===== config.mk =====
export PLATFORM = sky130hd
export DESIGN_NAME = keypad_matrix_scanner_flat
export DESIGN_NICKNAME = d
export VERILOG_FILES = /design/src/rtl/keypad_pkg.sv /design/src/rtl/keypad_matrix_scanner_if.sv /design/src/rtl/keypad_evt_fifo.sv /design/src/rtl/keypad_matrix_scanner.sv /design/src/flat_wrapper.sv
export SDC_FILE = /design/constraint.sdc
export NUM_CORES = 1
export LEC_CHECK = 0
export CAP_MARGIN = 20
export CORE_UTILIZATION = 25
export DETAILED_ROUTE_END_ITERATION = 16
export DONT_BUFFER_PORTS = 1
export PLACE_DENSITY = 0.39
export SLEW_MARGIN = 30
export SYNTH_ARGS = -nofsm -noshare
export SYNTH_HDL_FRONTEND = slang
export SYNTH_SLANG_ARGS = --single-unit

===== constraint.sdc =====
create_clock -name clk -period 8.7 [get_ports clk]
set_input_delay 1.74 -clock clk [delete_from_list [all_inputs] [get_ports clk]]
set_output_delay 1.74 -clock clk [all_outputs]
set_load 0.02 [all_outputs]

===== src/rtl/keypad_pkg.sv =====
// rtl/keypad_pkg.sv - shared constants and helpers for the keypad matrix scanner
package keypad_pkg;

   // Event word is {repeat, press, code}; offsets count upward from the top of the code field.
   localparam int EVT_PRESS  = 0;
   localparam int EVT_REPEAT = 1;

   localparam int   CNT_W    = 4;
   localparam int   REP_W    = 16;
   localparam logic COL_IDLE = 1'b1;
   localparam logic ROW_IDLE = 1'b1;

   typedef enum logic {
      EV_RELEASE = 1'b0,
      EV_PRESS   = 1'b1
   } press_e;

   function automatic int code_w(input int rows, input int cols);
      return $clog2(rows * cols);
   endfunction

   function automatic int idx_w(input int n);
      return (n > 1) ? $clog2(n) : 1;
   endfunction

endpackage


===== src/rtl/keypad_matrix_scanner_if.sv =====
// rtl/keypad_matrix_scanner_if.sv - key event stream handshake (valid/ready/data)
interface keypad_matrix_scanner_if #(
   parameter int W = 6
);
   logic         valid;
   logic         ready;
   logic [W-1:0] data;

   modport master (output valid, output data, input ready);
   modport slave  (input valid, input data, output ready);
endinterface


===== src/rtl/keypad_evt_fifo.sv =====
// rtl/keypad_evt_fifo.sv - synchronous event FIFO, simultaneous push/pop allowed when full
module keypad_evt_fifo #(
   parameter int DEPTH = 8,
   parameter int W     = 6
) (
   input  logic         clk,
   input  logic         rst,
   input  logic         push,
   input  logic [W-1:0] din,
   input  logic         pop,
   output logic [W-1:0] dout,
   output logic         full,
   output logic         empty
);
   localparam int AW = $clog2(DEPTH);

   logic [W-1:0] mem [DEPTH];
   logic [AW-1:0] wr_ptr, rd_ptr;
   logic [AW:0]   count;
   logic          do_push, do_pop;

   assign do_pop  = pop && !empty;
   // A pop in the same cycle frees the slot, so a push into a full FIFO still lands.
   assign do_push = push && (!full || do_pop);

   always_ff @(posedge clk or negedge rst) begin
      if (!rst) begin
         for (int i = 0; i < DEPTH; i++) mem[i] <= '0;
         wr_ptr <= '0;
         rd_ptr <= '0;
         count  <= '0;
      end else begin
         if (do_push) begin
            mem[wr_ptr] <= din;
            wr_ptr      <= wr_ptr + 1'b1;
         end
         if (do_pop) rd_ptr <= rd_ptr + 1'b1;
         case ({do_push, do_pop})
            2'b10:   count <= count + 1'b1;
            2'b01:   count <= count - 1'b1;
            default: count <= count;
         endcase
      end
   end

   assign dout  = mem[rd_ptr];
   assign full  = (count == (AW+1)'(DEPTH));
   assign empty = (count == '0);

endmodule


===== src/rtl/keypad_matrix_scanner.sv =====
// rtl/keypad_matrix_scanner.sv - ROWSxCOLS keypad scanner with per-key debounce and event FIFO
// Optional auto-repeat of the last pressed key under `KEYPAD_REPEAT_EN.
module keypad_matrix_scanner
   import keypad_pkg::*;
#(
   parameter int ROWS       = 4,
   parameter int COLS       = 4,
   parameter int SCAN_DIV   = 2048,
   parameter int DEBOUNCE   = 4,
   parameter int FIFO_DEPTH = 8,
   parameter int REP_DELAY  = 64,
   parameter int REP_RATE   = 16
) (
   input  logic                     clk,
   input  logic                     rst,
   input  logic [ROWS-1:0]          row,
   output logic [COLS-1:0]          col,
   keypad_matrix_scanner_if.master  evt,
   output logic                     keydown,
   output logic                     overflow,
   input  logic                     ovf_clr
);
   localparam int K      = ROWS * COLS;
   localparam int CODE_W = code_w(ROWS, COLS);
   localparam int EW     = CODE_W + 2;
   localparam int PW     = idx_w(SCAN_DIV);
   localparam int CW     = idx_w(COLS);
   localparam int RW     = idx_w(ROWS);
   localparam logic [PW-1:0] P_LAST = PW'(SCAN_DIV - 1);
   localparam logic [PW-1:0] P_CAP  = PW'(SCAN_DIV - ROWS - 2);

   logic [PW-1:0] presc;
   logic [CW-1:0] cidx, c_next;

   assign c_next = (cidx == CW'(COLS - 1)) ? '0 : cidx + 1'b1;

   always_ff @(posedge clk or negedge rst) begin
      if (!rst) begin
         presc <= '0;
         cidx  <= '0;
         col   <= {COLS{COL_IDLE}};
      end else if (presc == P_LAST) begin
         presc <= '0;
         cidx  <= c_next;
         col   <= ~(COLS'(1) << c_next);
      end else begin
         presc <= presc + 1'b1;
         col   <= ~(COLS'(1) << cidx);
      end
   end

   logic [ROWS-1:0] row_m, row_s, row_cap;
   logic [CW-1:0]   cap_col;
   logic [RW-1:0]   walk_r;
   logic            walk_on;

   // Rows are captured late in the slot so the column drive and synchroniser have settled.
   always_ff @(posedge clk or negedge rst) begin
      if (!rst) begin
         row_m   <= {ROWS{ROW_IDLE}};
         row_s   <= {ROWS{ROW_IDLE}};
         row_cap <= '0;
         cap_col <= '0;
         walk_r  <= '0;
         walk_on <= 1'b0;
      end else begin
         row_m <= row;
         row_s <= row_m;
         if (presc == P_CAP) begin
            row_cap <= ~row_s;
            cap_col <= cidx;
            walk_r  <= '0;
            walk_on <= 1'b1;
         end else if (walk_on) begin
            walk_r <= walk_r + 1'b1;
            if (walk_r == RW'(ROWS - 1)) walk_on <= 1'b0;
         end
      end
   end

   logic [K-1:0]      key_state;
   logic [CNT_W-1:0]  db_cnt [K];
   logic [CODE_W-1:0] code;
   logic              sample, cur, flip;

   assign code   = CODE_W'(int'(cap_col) * ROWS + int'(walk_r));
   assign sample = row_cap[walk_r];
   assign cur    = key_state[code];
   assign flip   = walk_on && (sample != cur) && (db_cnt[code] == CNT_W'(DEBOUNCE - 1));

   always_ff @(posedge clk or negedge rst) begin
      if (!rst) begin
         key_state <= '0;
         for (int i = 0; i < K; i++) db_cnt[i] <= '0;
         keydown   <= 1'b0;
      end else begin
         if (walk_on) begin
            if (sample != cur) begin
               if (flip) begin
                  key_state[code] <= sample;
                  db_cnt[code]    <= '0;
               end else begin
                  db_cnt[code] <= db_cnt[code] + 1'b1;
               end
            end else begin
               db_cnt[code] <= '0;
            end
         end
         keydown <= |key_state;
      end
   end

   logic          push, pop, ovf_set, fifo_full, fifo_empty;
   logic [EW-1:0] din;
   press_e        new_kind;

   assign new_kind = sample ? EV_PRESS : EV_RELEASE;
   assign pop      = evt.valid && evt.ready;

`ifdef KEYPAD_REPEAT_EN
   logic              frame_end, rep_on, rep_first, rep_fire;
   logic [CODE_W-1:0] rep_key;
   logic [REP_W-1:0]  rep_cnt;

   assign frame_end = (presc == P_LAST) && (cidx == CW'(COLS - 1));
   assign rep_fire  = rep_on && frame_end &&
                      ((rep_cnt + 1'b1) == (rep_first ? REP_W'(REP_DELAY) : REP_W'(REP_RATE)));

   always_ff @(posedge clk or negedge rst) begin
      if (!rst) begin
         rep_on    <= 1'b0;
         rep_first <= 1'b0;
         rep_key   <= '0;
         rep_cnt   <= '0;
      end else if (flip && sample) begin
         rep_on    <= 1'b1;
         rep_first <= 1'b1;
         rep_key   <= code;
         rep_cnt   <= '0;
      end else if (flip && (code == rep_key)) begin
         rep_on <= 1'b0;
      end else if (rep_on && frame_end) begin
         if (rep_fire) begin
            rep_cnt   <= '0;
            rep_first <= 1'b0;
         end else begin
            rep_cnt <= rep_cnt + 1'b1;
         end
      end
   end

   // Key walks never coincide with a frame end, so the two sources never collide.
   assign push    = flip || rep_fire;
   assign din     = flip ? {1'b0, logic'(new_kind), code} : {1'b1, 1'b1, rep_key};
   assign ovf_set = flip && fifo_full && !pop;
`else
   // Repeat bit is constant 0 here; folding in REP_* keeps the parameters referenced.
   localparam logic REP_TIE = (REP_DELAY < 0) || (REP_RATE < 0);

   assign push    = flip;
   assign din     = {REP_TIE, logic'(new_kind), code};
   assign ovf_set = push && fifo_full && !pop;
`endif

   keypad_evt_fifo #(
      .DEPTH (FIFO_DEPTH),
      .W     (EW)
   ) u_fifo (
      .clk   (clk),
      .rst   (rst),
      .push  (push),
      .din   (din),
      .pop   (evt.ready),
      .dout  (evt.data),
      .full  (fifo_full),
      .empty (fifo_empty)
   );

   assign evt.valid = ~fifo_empty;

   always_ff @(posedge clk or negedge rst) begin
      if (!rst) overflow <= 1'b0;
      else      overflow <= ovf_set || (overflow && !ovf_clr);
   end

endmodule

===== src/flat_wrapper.sv =====
// flat-port wrapper written by rule: the top's interface ports become plain ports
module keypad_matrix_scanner_flat import keypad_pkg::*;
#(
   parameter int ROWS       = 4,
   parameter int COLS       = 4,
   parameter int SCAN_DIV   = 2048,
   parameter int DEBOUNCE   = 4,
   parameter int FIFO_DEPTH = 8,
   parameter int REP_DELAY  = 64,
   parameter int REP_RATE   = 16
)
  (clk, rst, row, col, keydown, overflow, ovf_clr, evt_valid, evt_data, evt_ready);
  keypad_matrix_scanner_if evt_i ();
  input  logic clk;
  input  logic rst;
  input  logic [ROWS-1:0] row;
  output logic [COLS-1:0] col;
  output logic keydown;
  output logic overflow;
  input  logic ovf_clr;
  output wire logic [$bits(evt_i.valid)-1:0] evt_valid;
  output wire logic [$bits(evt_i.data)-1:0] evt_data;
  input wire logic [$bits(evt_i.ready)-1:0] evt_ready;
  assign evt_valid = evt_i.valid;
  assign evt_data = evt_i.data;
  assign evt_i.ready = evt_ready;
  keypad_matrix_scanner #(.ROWS(ROWS), .COLS(COLS), .SCAN_DIV(SCAN_DIV), .DEBOUNCE(DEBOUNCE), .FIFO_DEPTH(FIFO_DEPTH), .REP_DELAY(REP_DELAY), .REP_RATE(REP_RATE)) u_core (.clk(clk), .rst(rst), .row(row), .col(col), .evt(evt_i), .keydown(keydown), .overflow(overflow), .ovf_clr(ovf_clr));
endmodule

== Word-level counts from Yosys, hierarchy flattened ==
Cells that the tools add are included.
Cells by class
  $add $sub $neg: 9
  order comparisons: 8
  eq/ne operators: 9
  shift-type cells: 2
  multiplexer cells: 31
  bitwise logic cells: 9
  reductions and logical operators: 22
Operator list (number)
  64-bit 2-to-1 mux: 2
  64-bit AND: 1
  64-bit bitwise mux: 1
  64-bit inverter: 1
  48-bit bitwise mux: 1
  11-bit == test, second input constant: 2
  6-bit binary-select mux with 3-bit select: 1
  6-bit demux with 3-bit select: 1
  6-bit 2-to-1 mux: 3
  4-bit binary-select mux with 4-bit select: 1
  16-bit bitwise mux: 1
  4-bit demux with 4-bit select: 1
  4-bit 2-to-1 mux: 4
  16-bit OR reduction: 1
  4-bit inverter: 3
  11-bit by 1-bit adder with 11-bit output, second input constant: 1
  1-bit logical AND: 11
  11-bit 2-to-1 mux: 1
  4-bit by 1-bit adder with 4-bit output, second input constant: 2
  4-bit greater-or-equal comparator, second input constant: 2
  3-bit inverter with 4-bit output: 2
  4-bit case mux with 2 select lines: 1
  1-bit by 2-bit << shifter with 4-bit output, first input constant: 2
  1-bit 2-to-1 mux: 7
  other kinds (26): 37
Storage, ports and cells
  flip-flop bits (word level): 174
  output and inout port bits: 13

== Logic depth before layout (Yosys ltp) ==
  word-level depth: 10
  gate-level depth with buffers: 19
  mapped depth without buffers: 16

== Cells and area by module ==
From an unflattened synthesis, not the netlist that was laid out.
Second synthesis, totals
  cells, all modules: 663
  area total of the unflattened synthesis: 8333.0 sq um
By module, submodules not included
  keypad_matrix_scanner: times used 1, cells each 476, area an instance 5413.9 sq um
  keypad_evt_fifo: times used 1, cells each 187, area an instance 2919.0 sq um

== Worst setup path after synthesis ==
No wires, ideal clock.
  path type: register to register
  start point: register u_core.walk_r[0]
  end point: register u_core.u_fifo.count[2]
  data arrival time: 3.718 ns
  data required time: 8.575 ns
  path slack: 4.857 ns
  stages on the path, launching flop included: 19
  buffers on the path: 3
  cell sequence: dfrtp_1 > buf_6 > buf_6 > mux4_2 > a221oi_1 > inv_1 > ha_1 > and2_1 > a22oi_1 > a211oi_4 > buf_4 > nand2_1 > ha_1 > xor2_1 > ha_1 > a21oi_1 > xor2_1 > nor2_1 > xor2_1
On the way
  longest elaborated chain between the ends: 10
  elaborated cells on any way between the ends: 18
  classes of those cells: add/sub (1); eq/ne (4); mux (8); bitwise (1); reduce/logical (4)
RTL lines
  start, declared: RTL line keypad_matrix_scanner.sv:54  | logic [RW-1:0] walk_r;
  start signal, assigned: RTL line keypad_matrix_scanner.sv:75  | walk_r <= walk_r + 1'b1;
  4-bit by 2-bit adder with 4-bit output: RTL line keypad_matrix_scanner.sv:86  | assign code = CODE_W'(int'(cap_col) * ROWS + int'(walk_r));
  4-bit inverter with 5-bit output (implied by the code): RTL line keypad_matrix_scanner.sv:89  | assign flip = walk_on && (sample != cur) && (db_cnt[code] == CNT_W'(DEBOUNCE - 1));
  4-bit binary-select mux with 4-bit select: RTL line keypad_matrix_scanner.sv:89
  4-bit 2-to-1 mux (implied by the code) (2 in a row): RTL line keypad_matrix_scanner.sv:89
  4-bit by 2-bit == test with 1-bit output: RTL line keypad_matrix_scanner.sv:89
  1-bit logical AND (*): RTL line keypad_matrix_scanner.sv:89
  1-bit logical AND (*): RTL line keypad_evt_fifo.sv:24  | assign do_push = push && (!full || do_pop);
  2-bit by 1-bit == test with 1-bit output or 2-bit == test (tied branches): RTL line keypad_evt_fifo.sv:38  | case ({do_push, do_pop})
  4-bit case mux with 2 select lines or 2-bit nonzero test (tied branches)
  end signal, assigned: RTL line keypad_evt_fifo.sv:39  | 2'b10: count <= count + 1'b1;
  end signal, assigned: RTL line keypad_evt_fifo.sv:40  | 2'b01: count <= count - 1'b1;
  end signal, assigned: RTL line keypad_evt_fifo.sv:41  | default: count <= count;
  end, declared: RTL line keypad_evt_fifo.sv:19  | logic [AW:0] count;
Every way passes the cells marked *; elsewhere a longest branch is shown, timed or not. The select of a mux whose other input is x is not followed.
A chain may end at the register's enable or synchronous reset.

== Worst setup path after layout ==
Ends and elaborated chain as after synthesis.

==> flow_summary.yaml <==
critical_path:
  cp.arrival_ns: 4.65
  path_class: "reg2reg"
  cp.required_ns: 9.01
  end_kind: "register"
  crit_fanout: 27
  worstSetupStartpointType: "register"
final_layout:
  fill_cells: 3084
  stdcell_area_mm2: 0.00860
  area_growth_pct: 11.6
  drive_above_1_share_pct: 22.8
  num_antenna_cells: 0
  regArea_mm2: 0.00417
  multi_input_area_mm2: 0.00331
  layout.nets: 651
grt:
  grt_pass1_wl_um: 28900
  grt_use_total_pct: 12.1
  grt_remaining_overflow: 0
  grt_max_degree: 167
  antenna_found_initial: 0
  grt_pass1_vias: 4971
clocking:
  cts_tree: "yes"
  clk_pin_slew_worst_paths_ns: 0.07
  cts_resized: 0
  clock_path_buffers: 2
  cts_htree_levels: 4
  clock_latency_ns: 0.42
  cts_root_buffer: "clkbuf_16"
  cts_num_sinks: 166
  cts_hold_buf: 0
  post-cts-setup-buffer-count: 0
  cts_buffers: 17
status:
  status: "completed"
logic_synthesis:
  ys_seq_elements: 166
  ys.flop_type: "dfrtp_1"
  yosysSeqAreaShare_pct: 54.1
  synth_nets: 667
  synth-edff-count: 0
  yosys_warnings: 0
  synthCells: 642
  async_reset_ff_share_pct: 100
  yosysUniqueCellTypes: 44
  syn_area_per_cell_um2: 12.0
  syn_area_mm2: 0.00771
timing:
  period_share_pct: 49.8
  rsz0062_at_grt: "false"
  slew_headroom_pct: 45.5
  finalMaxSlewViolations: 0
  fin_hold_ws_ns: 0.356
  period_minus_slack_ns: 4.34
  worst_pin_slew_ns: 0.816
  max_freq_mhz: 231
  setup_ws_ns: 4.36
  setup_viol: 0
  tns_ns: 0
  finalHoldViolCount: 0
  skew_ns: 0.0142
die:
  die_area_mm2: 0.0315
  num_rows: 63
  start_util_pct: 25.7
  die_w_um: 178
  ioPinCount: 21
  die_h_um: 178
  core_area_mm2: 0.0300
drt:
  dr.pass1.iters: 5
  vias: 4774
  finalWirelength_um: 17500
  drc_errors: 0
  via_per_inst: 4.64
  routedWlPerCell_um: 17.0
  first_iter_violations: 186
  ant_nets: 0
placed_design:
  io_buffers: 0
  placed_area_mm2: 0.00804
  dpl.hpwl_um: 11500
  dp_worst_setup_slack_ns: 4.32
  gp_congestion: 0.800
worst_hold_path:
  hp-class: "reg2reg"
power:
  power-per-cell-area_mw_per_mm2: 173
  p_total_mw: 1.49
  vdd_drop_max_mv: 0.0939
  leakage_nw: 3.69
flow_run:
  drv_cap: 0
[cells in the mapped netlist, types with 4 or more instances]
cell	n	area, um^2
dfstp_2	12	315
nand3_1	38	190
buf_2	8	40.0
xnor2_1	9	78.8
dfrtp_1	154	3850
nand3b_1	4	30.0
mux2_2	65	732
nor2_1	19	71.3
nor4_1	5	31.3
nand2_1	94	353
ha_1	17	213
nand4_1	4	25.0
nor2b_1	5	31.3
o21ai_0	76	380
inv_1	12	45.0
xor2_1	10	87.6
mux2i_1	21	210
mux4_2	27	608
clkbuf_1	22	82.6
[critical path: stages, from the launching register on]
cell	delay, ns
dfrtp_1	0.65
mux4_2	0.58
a22o_1	0.22
a221oi_1	0.43
inv_1	0.10
ha_1	0.23
and2_1	0.16
a22oi_1	0.35
a211oi_4	0.04
buf_4	0.23
nand2_1	0.18
ha_1	0.29
xor2_1	0.09
ha_1	0.19
a21oi_1	0.14
xor2_1	0.15
nor2_1	0.06
xor2_1	0.13
[state kept, by name, summed over array words and instances, names as in the netlist]
register              flops
u_core.cidx               2
u_core.presc             11
u_core.col                4
u_core.u_fifo.wr_ptr      3
u_core.u_fifo.rd_ptr      3
u_core.db_cnt            64
u_core.u_fifo.mem        40
u_core.overflow           1
u_core.row_s              4
u_core.row_m              4
u_core.cap_col            2
u_core.walk_r             2
u_core.walk_on            1
u_core.row_cap            4
u_core.keydown            1
u_core.key_state         16
u_core.u_fifo.count       4
[cell usage in the layout (no fill, tap or decap), types with 4 or more instances in the layout]
cell type,instances
buf_4,4
clkbuf_16,17
dfrtp_1,153
dfstp_2,12
ha_1,17
inv_1,12
inv_6,5
mux2_2,65
mux2i_1,21
mux4_2,27
nand2_1,94
nand3_1,38
nand3b_1,4
nand4_1,4
nor2_1,18
nor2b_1,5
nor4_1,5
o21ai_0,76
xnor2_1,9
xor2_1,10
[final timing paths]
| kind | startpoint | endpoint | slack [ns] | depth (start not counted) |
|---|---|---|---|---|
| worst max-delay path | u_core.walk_r[0] | u_core.u_fifo.count[2] | 4.36 | 17 |
| worst min-delay path | u_core.row_m[0] | u_core.row_s[0] | 0.36 | 0 |
| worst max register to register | u_core.walk_r[0] | u_core.u_fifo.count[2] | 4.36 | 17 |
| worst min register to register | u_core.row_m[0] | u_core.row_s[0] | 0.36 | 0 |
| max in group asynchronous | rst | u_core.db_cnt[48] | 7.33 | 0 |
| min in group asynchronous | rst | u_core.db_cnt[15] | 1.03 | 0 |
[power by group]
group          total, mW  internal, mW  switching, mW
Combinational   0.000496      0.000120       0.000375
Sequential         0.775         0.775       0.000405
Clock              0.715         0.382          0.332
[cell type report]
| cell class | count | share of cell area [%] |
|---|---|---|
| clock buffers | 19 | 5.15 |
| clock inverters | 13 | 1.31 |
| inverters | 12 | 0.524 |
| multi-input cells | 425 | 38.5 |
| flip-flops and latches | 166 | 48.5 |
| well taps | 390 | 5.67 |
| repair buffers | 4 | 0.349 |
[through the flow]
| stage | utilization (%) | std cells |
|---|---|---|
| floorplan | - | 642 |
| global placement | 26.9 | 997 |
| detailed placement | 26.9 | 997 |
| CTS | 28.7 | 1029 |
| global route | 28.7 | 1029 |
| finish | 28.7 | 1029 |
[per-layer routing]
metal | GRT usage [%] | wire length, um | share of wire (%)
met5 | 0 | 0 | 0
met4 | 3.88 | 174 | 0.99
met3 | 2.53 | 430 | 2.5
met2 | 19.5 | 8420 | 48
met1 | 16.2 | 8510 | 49
[kinds of logic after synthesis]
logic type	synth area share (%)
AOI/OAI and AO/OA	6.38
xor gates and xnor gates	2.16
adders and majority gates	2.76
buffers and inverters	2.99
DFF	54.1
muxes	20.3
other	0.0486
and+or+nand+nor	11.3
Power figures use the tool's default switching activity.
==> variant, RTL diff (same flow settings) <==
Build with the macro `KEYPAD_REPEAT_EN` defined.
--- a/src/rtl/keypad_matrix_scanner.sv
+++ b/src/rtl/keypad_matrix_scanner.sv
@@ -1,5 +1,7 @@
 // rtl/keypad_matrix_scanner.sv - ROWSxCOLS keypad scanner with per-key debounce and event FIFO
 // Optional auto-repeat of the last pressed key under `KEYPAD_REPEAT_EN.
+`define KEYPAD_REPEAT_EN
+
 module keypad_matrix_scanner
    import keypad_pkg::*;
 #(
Check against the original RTL: same outputs for any inputs over 10 cycles, from zero or initial values and one cycle with rst low; that may be too few to reach the edited logic, so the function may still have changed.
==> variant against the original RTL <==
Synthesized area is 22% higher. Die area is 22% higher. Clock skew is 0.0014 ns lower. Hold slack hardly changed. Via count is 25% higher. Sequential share of layout area is 1.4 points lower. Final area is 21% higher. Setup slack worse by 0.052 ns. Sequential cell count is 30 higher. Wire length is 24% higher. Critical endpoint is now u_core.u_fifo.count[3]$_DFFE_PN0P_. Largest cell class unchanged.
Power is not compared: it rests on default switching activity, and its combinational part moved more than twofold at a synthesized area within 25%.
==> variant: results <==
{
  "post_dp_cell_area_mm2": 0.00987,
  "grt_use_total": 0.122,
  "status": "complete, no violations",
  "regToRegSetupSlack_ns": 4.31,
  "ys_top_cells_by_area": "dfrtp_1, mux4_2, mux2_2",
  "holdPathEnd": "u_core.row_s[3]$_DFF_PN1_",
  "skew_ns": 0.0128,
  "drt-pass1-iter-count": 4,
  "globalplace.congestion": 0.728,
  "worstMarginPinSlew_ns": 0.819,
  "syn_avg_cell_area_um2": 11.5,
  "cts.repair.resized": 0,
  "clk_pin_slew_ns": 0.08,
  "cts_max_level": 4,
  "r2r-start": "u_core.walk_r[0]$_DFFE_PN0P_",
  "cts_setup_buffers": 0,
  "nFillCells": 3840,
  "grt_max_degree": 197,
  "min_delay_path_depth": 0,
  "ir_worst_vdd_uv": 95.2,
  "cts-buffers-inserted": 17,
  "layout.nets": 826,
  "dpl.hpwl_um": 14200,
  "syn_nets": 845,
  "wl_per_cell_um": 17.0,
  "hp-start": "u_core.row_m[3]$_DFF_PN1_",
  "cts-root-buf": "clkbuf_16",
  "cts.path.max_buffers": 2,
  "top_regs": "u_core.db_cnt x64, u_core.u_fifo.mem x48",
  "p_leak_nw": 4.54,
  "grt_pass1_wl_um": 36000,
  "ys_top_cells_by_count": "dfrtp_1, nand2_1, o21ai_0",
  "dp_cells": 1248,
  "synth_cell_types": 55,
  "cp_max_fo": 17,
  "drive_gt1_frac": 0.201,
  "crit_arrival_ns": 4.73,
  "yosys_warnings": 0,
  "r2r-end": "u_core.u_fifo.count[3]$_DFFE_PN0P_",
  "num_vias": 5981,
  "clock_latency_ns": 0.44,
  "min_path_type": "reg2reg",
  "portBuffers": 0,
  "n_antenna_cell": 0,
  "first_global_vias": 6159,
  "viasPerCell": 4.67,
  "ff2ff_path_depth": 13,
  "synth.yosys.seq_area_share": 0.523,
  "drt-initial-drc-count": 279
}
## variant: power by group
group	internal (mW)	switching, mW
registers	0.932	0.0535
logic	0.0623	0.0307
clock network	0.415	0.371
## variant: metrics by stage
| step | hold slack [ns] | util |
|---|---|---|
| floorplan | 0.345 | - |
| global placement | 0.348 | 0.268 |
| detailed placement | 0.347 | 0.268 |
| CTS | 0.357 | 0.284 |
| global route | 0.361 | 0.284 |
| finish | 0.356 | 0.284 |
## variant: layout make-up
class | instances | area, um^2 | share of cell area
Clock buffer | 19 | 453 | 0.0433
Multi-Input combinational cell | 564 | 4270 | 0.409
Tap cell | 468 | 586 | 0.0560
Inverter | 14 | 52.6 | 0.00503
Clock inverter | 13 | 123 | 0.0117
Timing Repair Buffer | 6 | 45.0 | 0.00431
Sequential cell | 196 | 4920 | 0.471
## variant: worst max path at each step
stage	start	depth (start not counted)	slack, ns	end
finish	u_core.walk_r[0]$_DFFE_PN0P_	13	4.31	u_core.u_fifo.count[3]$_DFFE_PN0P_
global route	u_core.walk_r[0]$_DFFE_PN0P_	13	3.98	u_core.u_fifo.count[3]$_DFFE_PN0P_
CTS	u_core.walk_r[0]$_DFFE_PN0P_	13	4.28	u_core.u_fifo.count[3]$_DFFE_PN0P_
detailed placement	u_core.walk_r[0]$_DFFE_PN0P_	13	4.28	u_core.u_fifo.count[3]$_DFFE_PN0P_
global placement	u_core.walk_r[0]$_DFFE_PN0P_	13	4.36	u_core.u_fifo.count[3]$_DFFE_PN0P_
floorplan	u_core.walk_r[0]$_DFFE_PN0P_	16	4.42	u_core.u_fifo.count[3]$_DFFE_PN0P_
## variant: kinds of logic (layout without fill, tap and decap cells)
kind of cell             count (synthesis)  count (layout)  share of synthesized area
AND/OR/NAND/NOR                        247             247                      0.129
flip-flops                             196             196                      0.523
AO/OA/AOI/OAI                          156             156                     0.0919
multiplexers                           108             108                      0.174
buffers and inverters                   58              52                     0.0246
XOR/XNOR                                34              34                     0.0316
adder cells (fa/ha/maj)                 19              19                     0.0261
## variant: critical path, cell delays in order (launching register included)
cell and delay (ns):
dfrtp_1 0.88, mux4_2 0.60, mux4_2 0.51, ha_1 0.27
and3_1 0.19, nand3_1 0.18, a21boi_4 0.17, nor3_1 0.42
ha_1 0.32, a21o_1 0.17, a21o_1 0.18, nor4_1 0.18
a31oi_1 0.08, xnor2_1 0.13
## variant: metal layers
metal  wire length, um  track usage
met2             10300        0.192
met3               514       0.0246
met4               236       0.0339
met5                 0            0
met1             10700        0.168
